File: src/rtl/riscv_core_mc.sv
// riscv_core_mc: multi-cycle RV32I core with req/ack instruction and data buses,
// bus timeout detection, misaligned-fetch trap and retired-instruction counter.
module riscv_core_mc #(
  parameter logic [31:0] RESET_PC     = 32'h0000_0000,
  parameter int unsigned WAIT_TIMEOUT = 0,
  parameter int unsigned COUNT_W      = 32
) (
  input  logic               clk,
  input  logic               rst,
  output logic               imem_req_o,
  output logic [31:0]        imem_addr_o,
  input  logic               imem_ack_i,
  input  logic [31:0]        imem_rdata_i,
  output logic               dmem_req_o,
  output logic               dmem_we_o,
  output logic [2:0]         dmem_size_o,
  output logic [31:0]        dmem_addr_o,
  output logic [31:0]        dmem_wdata_o,
  input  logic               dmem_ack_i,
  input  logic [31:0]        dmem_rdata_i,
  output logic               bus_err_o,
  output logic               halted_o,
  output logic [COUNT_W-1:0] instret_o
);

  typedef enum logic [1:0] {
    S_FETCH, S_EXEC, S_MEM, S_HALT
  } state_t;

  localparam logic [31:0] NOP = 32'h0000_0013;
  localparam logic [31:0] TMO = 32'(WAIT_TIMEOUT);

  localparam logic [6:0] OP_LUI   = 7'b0110111;
  localparam logic [6:0] OP_AUIPC = 7'b0010111;
  localparam logic [6:0] OP_JAL   = 7'b1101111;
  localparam logic [6:0] OP_JALR  = 7'b1100111;
  localparam logic [6:0] OP_BR    = 7'b1100011;
  localparam logic [6:0] OP_LD    = 7'b0000011;
  localparam logic [6:0] OP_ST    = 7'b0100011;
  localparam logic [6:0] OP_OPI   = 7'b0010011;
  localparam logic [6:0] OP_OP    = 7'b0110011;

  state_t state, state_d;

  logic [31:0]        pc, ir;
  logic [31:0]        rf [32];
  logic [31:0]        m_addr, m_wdata;
  logic               m_we;
  logic [2:0]         m_size;
  logic [31:0]        wcnt;
  logic [COUNT_W-1:0] instret;
  logic               bus_err;

  logic [6:0]  opc;
  logic [4:0]  rd, rs1, rs2;
  logic [2:0]  f3;
  logic [31:0] imm_i, imm_s, imm_b, imm_u, imm_j;
  logic        is_lui, is_auipc, is_jal, is_jalr;
  logic        is_br, is_ld, is_st, is_opi, is_op;
  logic [31:0] rs1v, rs2v, alu_b, alu_y;
  logic [31:0] ex_wd, ex_pc, ex_addr, pc_p4;
  logic        ex_we, take;

  logic        imem_req, dmem_req, tmo_hit;
  logic        ir_ld, mem_ld, pc_ld, rf_we, retire;
  logic        err_set, wcnt_clr, wcnt_inc;
  logic [31:0] pc_d, rf_wd;

  assign opc   = ir[6:0];
  assign rd    = ir[11:7];
  assign f3    = ir[14:12];
  assign rs1   = ir[19:15];
  assign rs2   = ir[24:20];
  assign imm_i = {{20{ir[31]}}, ir[31:20]};
  assign imm_s = {{20{ir[31]}}, ir[31:25], ir[11:7]};
  assign imm_b = {{19{ir[31]}}, ir[31], ir[7],
                  ir[30:25], ir[11:8], 1'b0};
  assign imm_u = {ir[31:12], 12'h000};
  assign imm_j = {{11{ir[31]}}, ir[31], ir[19:12],
                  ir[20], ir[30:21], 1'b0};

  assign is_lui   = (opc == OP_LUI);
  assign is_auipc = (opc == OP_AUIPC);
  assign is_jal   = (opc == OP_JAL);
  assign is_jalr  = (opc == OP_JALR);
  assign is_br    = (opc == OP_BR);
  assign is_ld    = (opc == OP_LD);
  assign is_st    = (opc == OP_ST);
  assign is_opi   = (opc == OP_OPI);
  assign is_op    = (opc == OP_OP);

  assign rs1v  = (rs1 == 5'd0) ? 32'd0 : rf[rs1];
  assign rs2v  = (rs2 == 5'd0) ? 32'd0 : rf[rs2];
  assign alu_b = is_op ? rs2v : imm_i;
  assign pc_p4 = pc + 32'd4;
  assign ex_we = is_lui | is_auipc | is_jal
               | is_jalr | is_opi | is_op;
  assign ex_addr = rs1v + (is_st ? imm_s : imm_i);

  assign tmo_hit = (TMO != 32'd0) && (wcnt + 32'd1 == TMO);

  // ALU for register and immediate arithmetic
  always_comb begin
    alu_y = 32'd0;
    unique case (f3)
      3'b000: alu_y = (is_op && ir[30]) ? rs1v - alu_b
                                        : rs1v + alu_b;
      3'b001: alu_y = rs1v << alu_b[4:0];
      3'b010: alu_y = {31'd0, $signed(rs1v) < $signed(alu_b)};
      3'b011: alu_y = {31'd0, rs1v < alu_b};
      3'b100: alu_y = rs1v ^ alu_b;
      3'b101: alu_y = ir[30] ? 32'($signed(rs1v) >>> alu_b[4:0])
                             : rs1v >> alu_b[4:0];
      3'b110: alu_y = rs1v | alu_b;
      3'b111: alu_y = rs1v & alu_b;
      default: alu_y = 32'd0;
    endcase
  end

  // branch condition flag
  always_comb begin
    take = 1'b0;
    case (f3)
      3'b000:  take = (rs1v == rs2v);
      3'b001:  take = (rs1v != rs2v);
      3'b100:  take = ($signed(rs1v) < $signed(rs2v));
      3'b101:  take = ($signed(rs1v) >= $signed(rs2v));
      3'b110:  take = (rs1v < rs2v);
      3'b111:  take = (rs1v >= rs2v);
      default: take = 1'b0;
    endcase
  end

  // EXEC writeback value and next PC
  always_comb begin
    ex_wd = alu_y;
    ex_pc = pc_p4;
    unique case (1'b1)
      is_lui:           ex_wd = imm_u;
      is_auipc:         ex_wd = pc + imm_u;
      is_jal, is_jalr:  ex_wd = pc_p4;
      default:          ex_wd = alu_y;
    endcase
    unique case (1'b1)
      is_jal:         ex_pc = pc + imm_j;
      is_jalr:        ex_pc = (rs1v + imm_i) & ~32'd1;
      is_br && take:  ex_pc = pc + imm_b;
      default:        ex_pc = pc_p4;
    endcase
  end

  // next-state and control strobes
  always_comb begin
    state_d  = state;
    imem_req = 1'b0;
    dmem_req = 1'b0;
    ir_ld    = 1'b0;
    mem_ld   = 1'b0;
    pc_ld    = 1'b0;
    pc_d     = pc_p4;
    rf_we    = 1'b0;
    rf_wd    = ex_wd;
    retire   = 1'b0;
    err_set  = 1'b0;
    wcnt_clr = 1'b0;
    wcnt_inc = 1'b0;
    unique case (state)
      S_FETCH: begin
        if (pc[1:0] != 2'b00) begin
          err_set = 1'b1;
          state_d = S_HALT;
        end else begin
          imem_req = 1'b1;
          if (imem_ack_i) begin
            ir_ld    = 1'b1;
            wcnt_clr = 1'b1;
            state_d  = S_EXEC;
          end else if (tmo_hit) begin
            err_set = 1'b1;
            state_d = S_HALT;
          end else begin
            wcnt_inc = 1'b1;
          end
        end
      end
      S_EXEC: begin
        wcnt_clr = 1'b1;
        if (is_ld || is_st) begin
          mem_ld  = 1'b1;
          state_d = S_MEM;
        end else begin
          rf_we   = ex_we;
          pc_ld   = 1'b1;
          pc_d    = ex_pc;
          retire  = 1'b1;
          state_d = S_FETCH;
        end
      end
      S_MEM: begin
        dmem_req = 1'b1;
        if (dmem_ack_i) begin
          rf_we    = ~m_we;
          rf_wd    = dmem_rdata_i;
          pc_ld    = 1'b1;
          retire   = 1'b1;
          wcnt_clr = 1'b1;
          state_d  = S_FETCH;
        end else if (tmo_hit) begin
          err_set = 1'b1;
          state_d = S_HALT;
        end else begin
          wcnt_inc = 1'b1;
        end
      end
      S_HALT: state_d = S_HALT;
      default: state_d = S_HALT;
    endcase
  end

  // state register and architectural/bus-side registers
  always_ff @(posedge clk) begin
    if (rst) begin
      state   <= S_FETCH;
      pc      <= RESET_PC;
      ir      <= NOP;
      m_addr  <= 32'd0;
      m_wdata <= 32'd0;
      m_we    <= 1'b0;
      m_size  <= 3'd0;
      wcnt    <= 32'd0;
      instret <= '0;
      bus_err <= 1'b0;
    end else begin
      state <= state_d;
      if (ir_ld) ir <= imem_rdata_i;
      if (pc_ld) pc <= pc_d;
      if (mem_ld) begin
        m_addr  <= ex_addr;
        m_wdata <= rs2v;
        m_we    <= is_st;
        m_size  <= f3;
      end
      if (retire) instret <= instret + COUNT_W'(1);
      if (err_set) bus_err <= 1'b1;
      if (wcnt_clr) wcnt <= 32'd0;
      else if (wcnt_inc) wcnt <= wcnt + 32'd1;
    end
  end

  // register file write port, x0 stays zero
  always_ff @(posedge clk) begin
    if (!rst && rf_we && rd != 5'd0) rf[rd] <= rf_wd;
  end

  assign imem_req_o   = imem_req & ~rst;
  assign imem_addr_o  = pc;
  assign dmem_req_o   = dmem_req & ~rst;
  assign dmem_we_o    = m_we;
  assign dmem_size_o  = m_size;
  assign dmem_addr_o  = m_addr;
  assign dmem_wdata_o = m_wdata;
  assign bus_err_o    = bus_err;
  assign halted_o     = (state == S_HALT);
  assign instret_o    = instret;

endmodule

File: config.mk
export PLATFORM = sky130hd
export DESIGN_NAME = riscv_core_mc
export DESIGN_NICKNAME = d
export VERILOG_FILES = /design/src/rtl/riscv_core_mc.sv
export SDC_FILE = /design/constraint.sdc
export NUM_CORES = 2
export LEC_CHECK = 0
export ABC_AREA = 1
export CELL_PAD_IN_SITES_DETAIL_PLACEMENT = 0
export CELL_PAD_IN_SITES_GLOBAL_PLACEMENT = 1
export CORE_MARGIN = 2
export CORE_UTILIZATION = 42
export DETAILED_ROUTE_END_ITERATION = 7
export PLACE_DENSITY_LB_ADDON = 0.1
export SETUP_SLACK_MARGIN = 0.15
export SYNTH_ARGS = -nofsm -noshare
export SYNTH_HDL_FRONTEND = slang
export SYNTH_SLANG_ARGS = --single-unit
File: constraint.sdc
create_clock -name clk -period 14.29 [get_ports clk]
set_input_delay 2.858 -clock clk [delete_from_list [all_inputs] [get_ports clk]]
set_output_delay 2.858 -clock clk [all_outputs]
set_load 0.1 [all_outputs]
==> flow_summary.toml <==
[clock_network]
clockRootBuffer = "clkbuf_16"
clock_path_buffers = 3
cts_made_buffers = 142
cts_sinks = 1200
clk_latency_ns = 0.81
path_clk_slew_ns = 0.06
cts_tree = "built"
h-tree-depth = 4
cts_resized = 0
cts_hold_buf = 0
post-cts-setup-buffers = 0

[synthesis]
async_flop_share_pct = 0
yosysTopAreaCell = "edfxtp_1"
synth_warnings = 0
synth_edf_count = 1024
synth.cell_area_sq_um = 73800
synth.distinct_cells = 69
synth.top_cell.area_share_pct = 41.7
yosysSeqAreaShare_pct = 46.4
synth_area_leaders = "edfxtp_1 42%, nand2_1 11%, nand3_1 7.5%"
ys_seq_elements = 1200
syn_area_per_cell_sq_um = 8.01
synthFlopType = "edfxtp_1"
syn_inst = 9220

[global_routing]
busiest_layer = "met2"
track_usage_pct = 37.5
grt_max_degree = 216
grtUsageMet2_pct = 58.6
grt_pass1_wl_mm = 490
grt_pass1_vias = 66700
gr-total-overflow = 0
antenna_found_initial = 10
use_met3_pct = 6.16
use_met1_pct = 50.0

[timing]
hold_viol = 0
finalMaxSlewViolations = 0
period_minus_slack_ns = 10.12
min_period_over_period_pct = 70.8
setup_slack_ns = 4.17
fmax_mhz = 98.8
tightest_slew_ns = 1.38
rsz0062_at_grt = "false"
max-slew-margin-rel_pct = 8.17
fin_tns_setup_ns = 0
setup_viol = 0
fin_skew_ns = 0.0418

[critical_path]
worst-path-buf-inv = 3
cp.arrival_ns = 10.75
crit_required_ns = 14.92
cp_top_family = "simple AND/OR/NAND/NOR gates"
critPathMaxFanout = 72
worst_path_max_delay_cell = "dfxtp_4"
startpoint_type = "flip-flop"
worstSetupEndpointType = "flip-flop"
max_stage_delay_ns = 0.79
worstSetupPathType = "flip-flop to flip-flop"
crit_top_cell = "nand3_1"

[die]
die_h_um = 423
num_rows = 153
core_area_sq_um = 174000
io_pins = 204
die_x_um = 423
fp.dieArea_sq_um = 179000
start_util_pct = 42.4

[power_and_ir_drop]
power_density_nw_per_um2 = 261
p_leak_nw = 31.7
p_total_w = 0.0215
ir_worst_vdd_uv = 146

[placement]
post-dp-hpwl_mm = 219
numPortBuffers = 202
place_congestion = 0.995
pre_cts_ws_ns = 4.67

[detailed_routing]
ant_nets = 0
first_pass_iters = 6
drc = 0
wl_mm = 348
drtIter0Drc = 9892
drt-vias-per-instance = 6.25
wire_per_inst_um = 30.0
vias = 72500

[cells_and_area]
drive_gt1_share_pct = 5.72
synthToLayoutAreaGrowth_pct = 11.4
final_cell_mix = "2160 x nand2_1, 1099 x nand3_1, 1024 x edfxtp_1"
layout_commonest_cell = "nand2_1"
nets = 9454

[hold_path]
hold_class = "flip-flop to flip-flop"

[job]
maxCapViolCount = 0

[run_status]
outcome = "completed"
-- report_power, final --
group          switching (W)  total (W)  internal [W]  leakage (nW)
Combinational        0.00952     0.0124       0.00284          18.7
Clock                0.00155    0.00357       0.00201          2.19
Sequential          0.000234    0.00555       0.00532          10.7
-- stage by stage --
step / instances / hold slack (ns) / instance area (sq um) / utilization [%]
CTS: 11600 / 0.462 / 82200 / 47.2
floorplan: 9252 / 0.429 / 73900 / -
global placement: 11300 / 0.443 / 77700 / 44.6
finish: 11600 / 0.456 / 82200 / 47.2
detailed placement: 11300 / 0.445 / 77700 / 44.6
global route: 11600 / 0.513 / 82200 / 47.2
-- worst paths after layout --
path | slack (ns) | endpoint | cells past startpoint | startpoint
worst max-delay path | 4.17 | imem_addr_o[19] | 33 | flip-flop
worst min-delay path | 0.46 | ir[0] | 2 | ir[0]
worst max register to register | 4.17 | imem_addr_o[19] | 33 | flip-flop
worst min register to register | 0.46 | ir[0] | 2 | ir[0]
-- synth_stat cells (all sizes together) (176+ instances only) --
master  number
clkbuf     291
dfxtp      176
nand3     1110
o221ai     198
nand2     2175
ha         222
edfxtp    1024
o21ai      957
buf        317
a21oi      632
nor2       981
inv        505
-- routing by layer --
metal	up-vias	part of all wire (%)
li1	32100	-
met2	4477	45
met1	35100	40
met4	2	6.0
met5	-	0.0034
met3	849	9.4
-- worst reg2reg max path, delay by kind of cell (launching register included) --
family                   cells  cell delay (ns)
AND/OR/NAND/NOR             14             3.14
buffers and inverters        3             1.56
AO/OA/AOI/OAI               13             3.17
flip-flops                   1             0.79
adder cells (fa/ha/maj)      3             1.28
-- cell type report --
| class | instances | area [sq um] |
|---|---|---|
| antenna | 4 | 10.0 |
| clock buffer | 191 | 3880 |
| clock inverter | 68 | 619 |
| fill | 17000 | 92000 |
| inverter | 508 | 1960 |
| multi-input combinational | 6936 | 35200 |
| sequential | 1200 | 34300 |
| tap | 2325 | 2910 |
| timing repair buffer | 370 | 3320 |
-- sequential cells by signal, indices dropped and copies added, names as in the netlist, named ones only --
register / count
dmem_wdata_o: 32
instret_o: 32
ir: 32
imem_addr_o: 31
dmem_size_o: 3
rf: 1024
state: 2
dmem_addr_o: 32
bus_err_o: 1
dmem_we_o: 1
-- cells by family (layout without fill, tap and decap cells) --
| group | count (synthesis) | in the layout | share of synthesized area (%) |
|---|---|---|---|
| and+or+nand+nor | 4439 | 4439 | 25.2 |
| AOI/OAI and AO/OA | 2129 | 2129 | 16.6 |
| DFF | 1200 | 1200 | 46.4 |
| buffers and inverters | 1116 | 1137 | 6.64 |
| adders and majority gates | 228 | 228 | 3.93 |
| xor gates and xnor gates | 106 | 106 | 1.26 |
| other | 1 | 37 | 0.00508 |
| muxes | 1 | 1 | 0.0136 |
(Power assumes the default switching activity.)
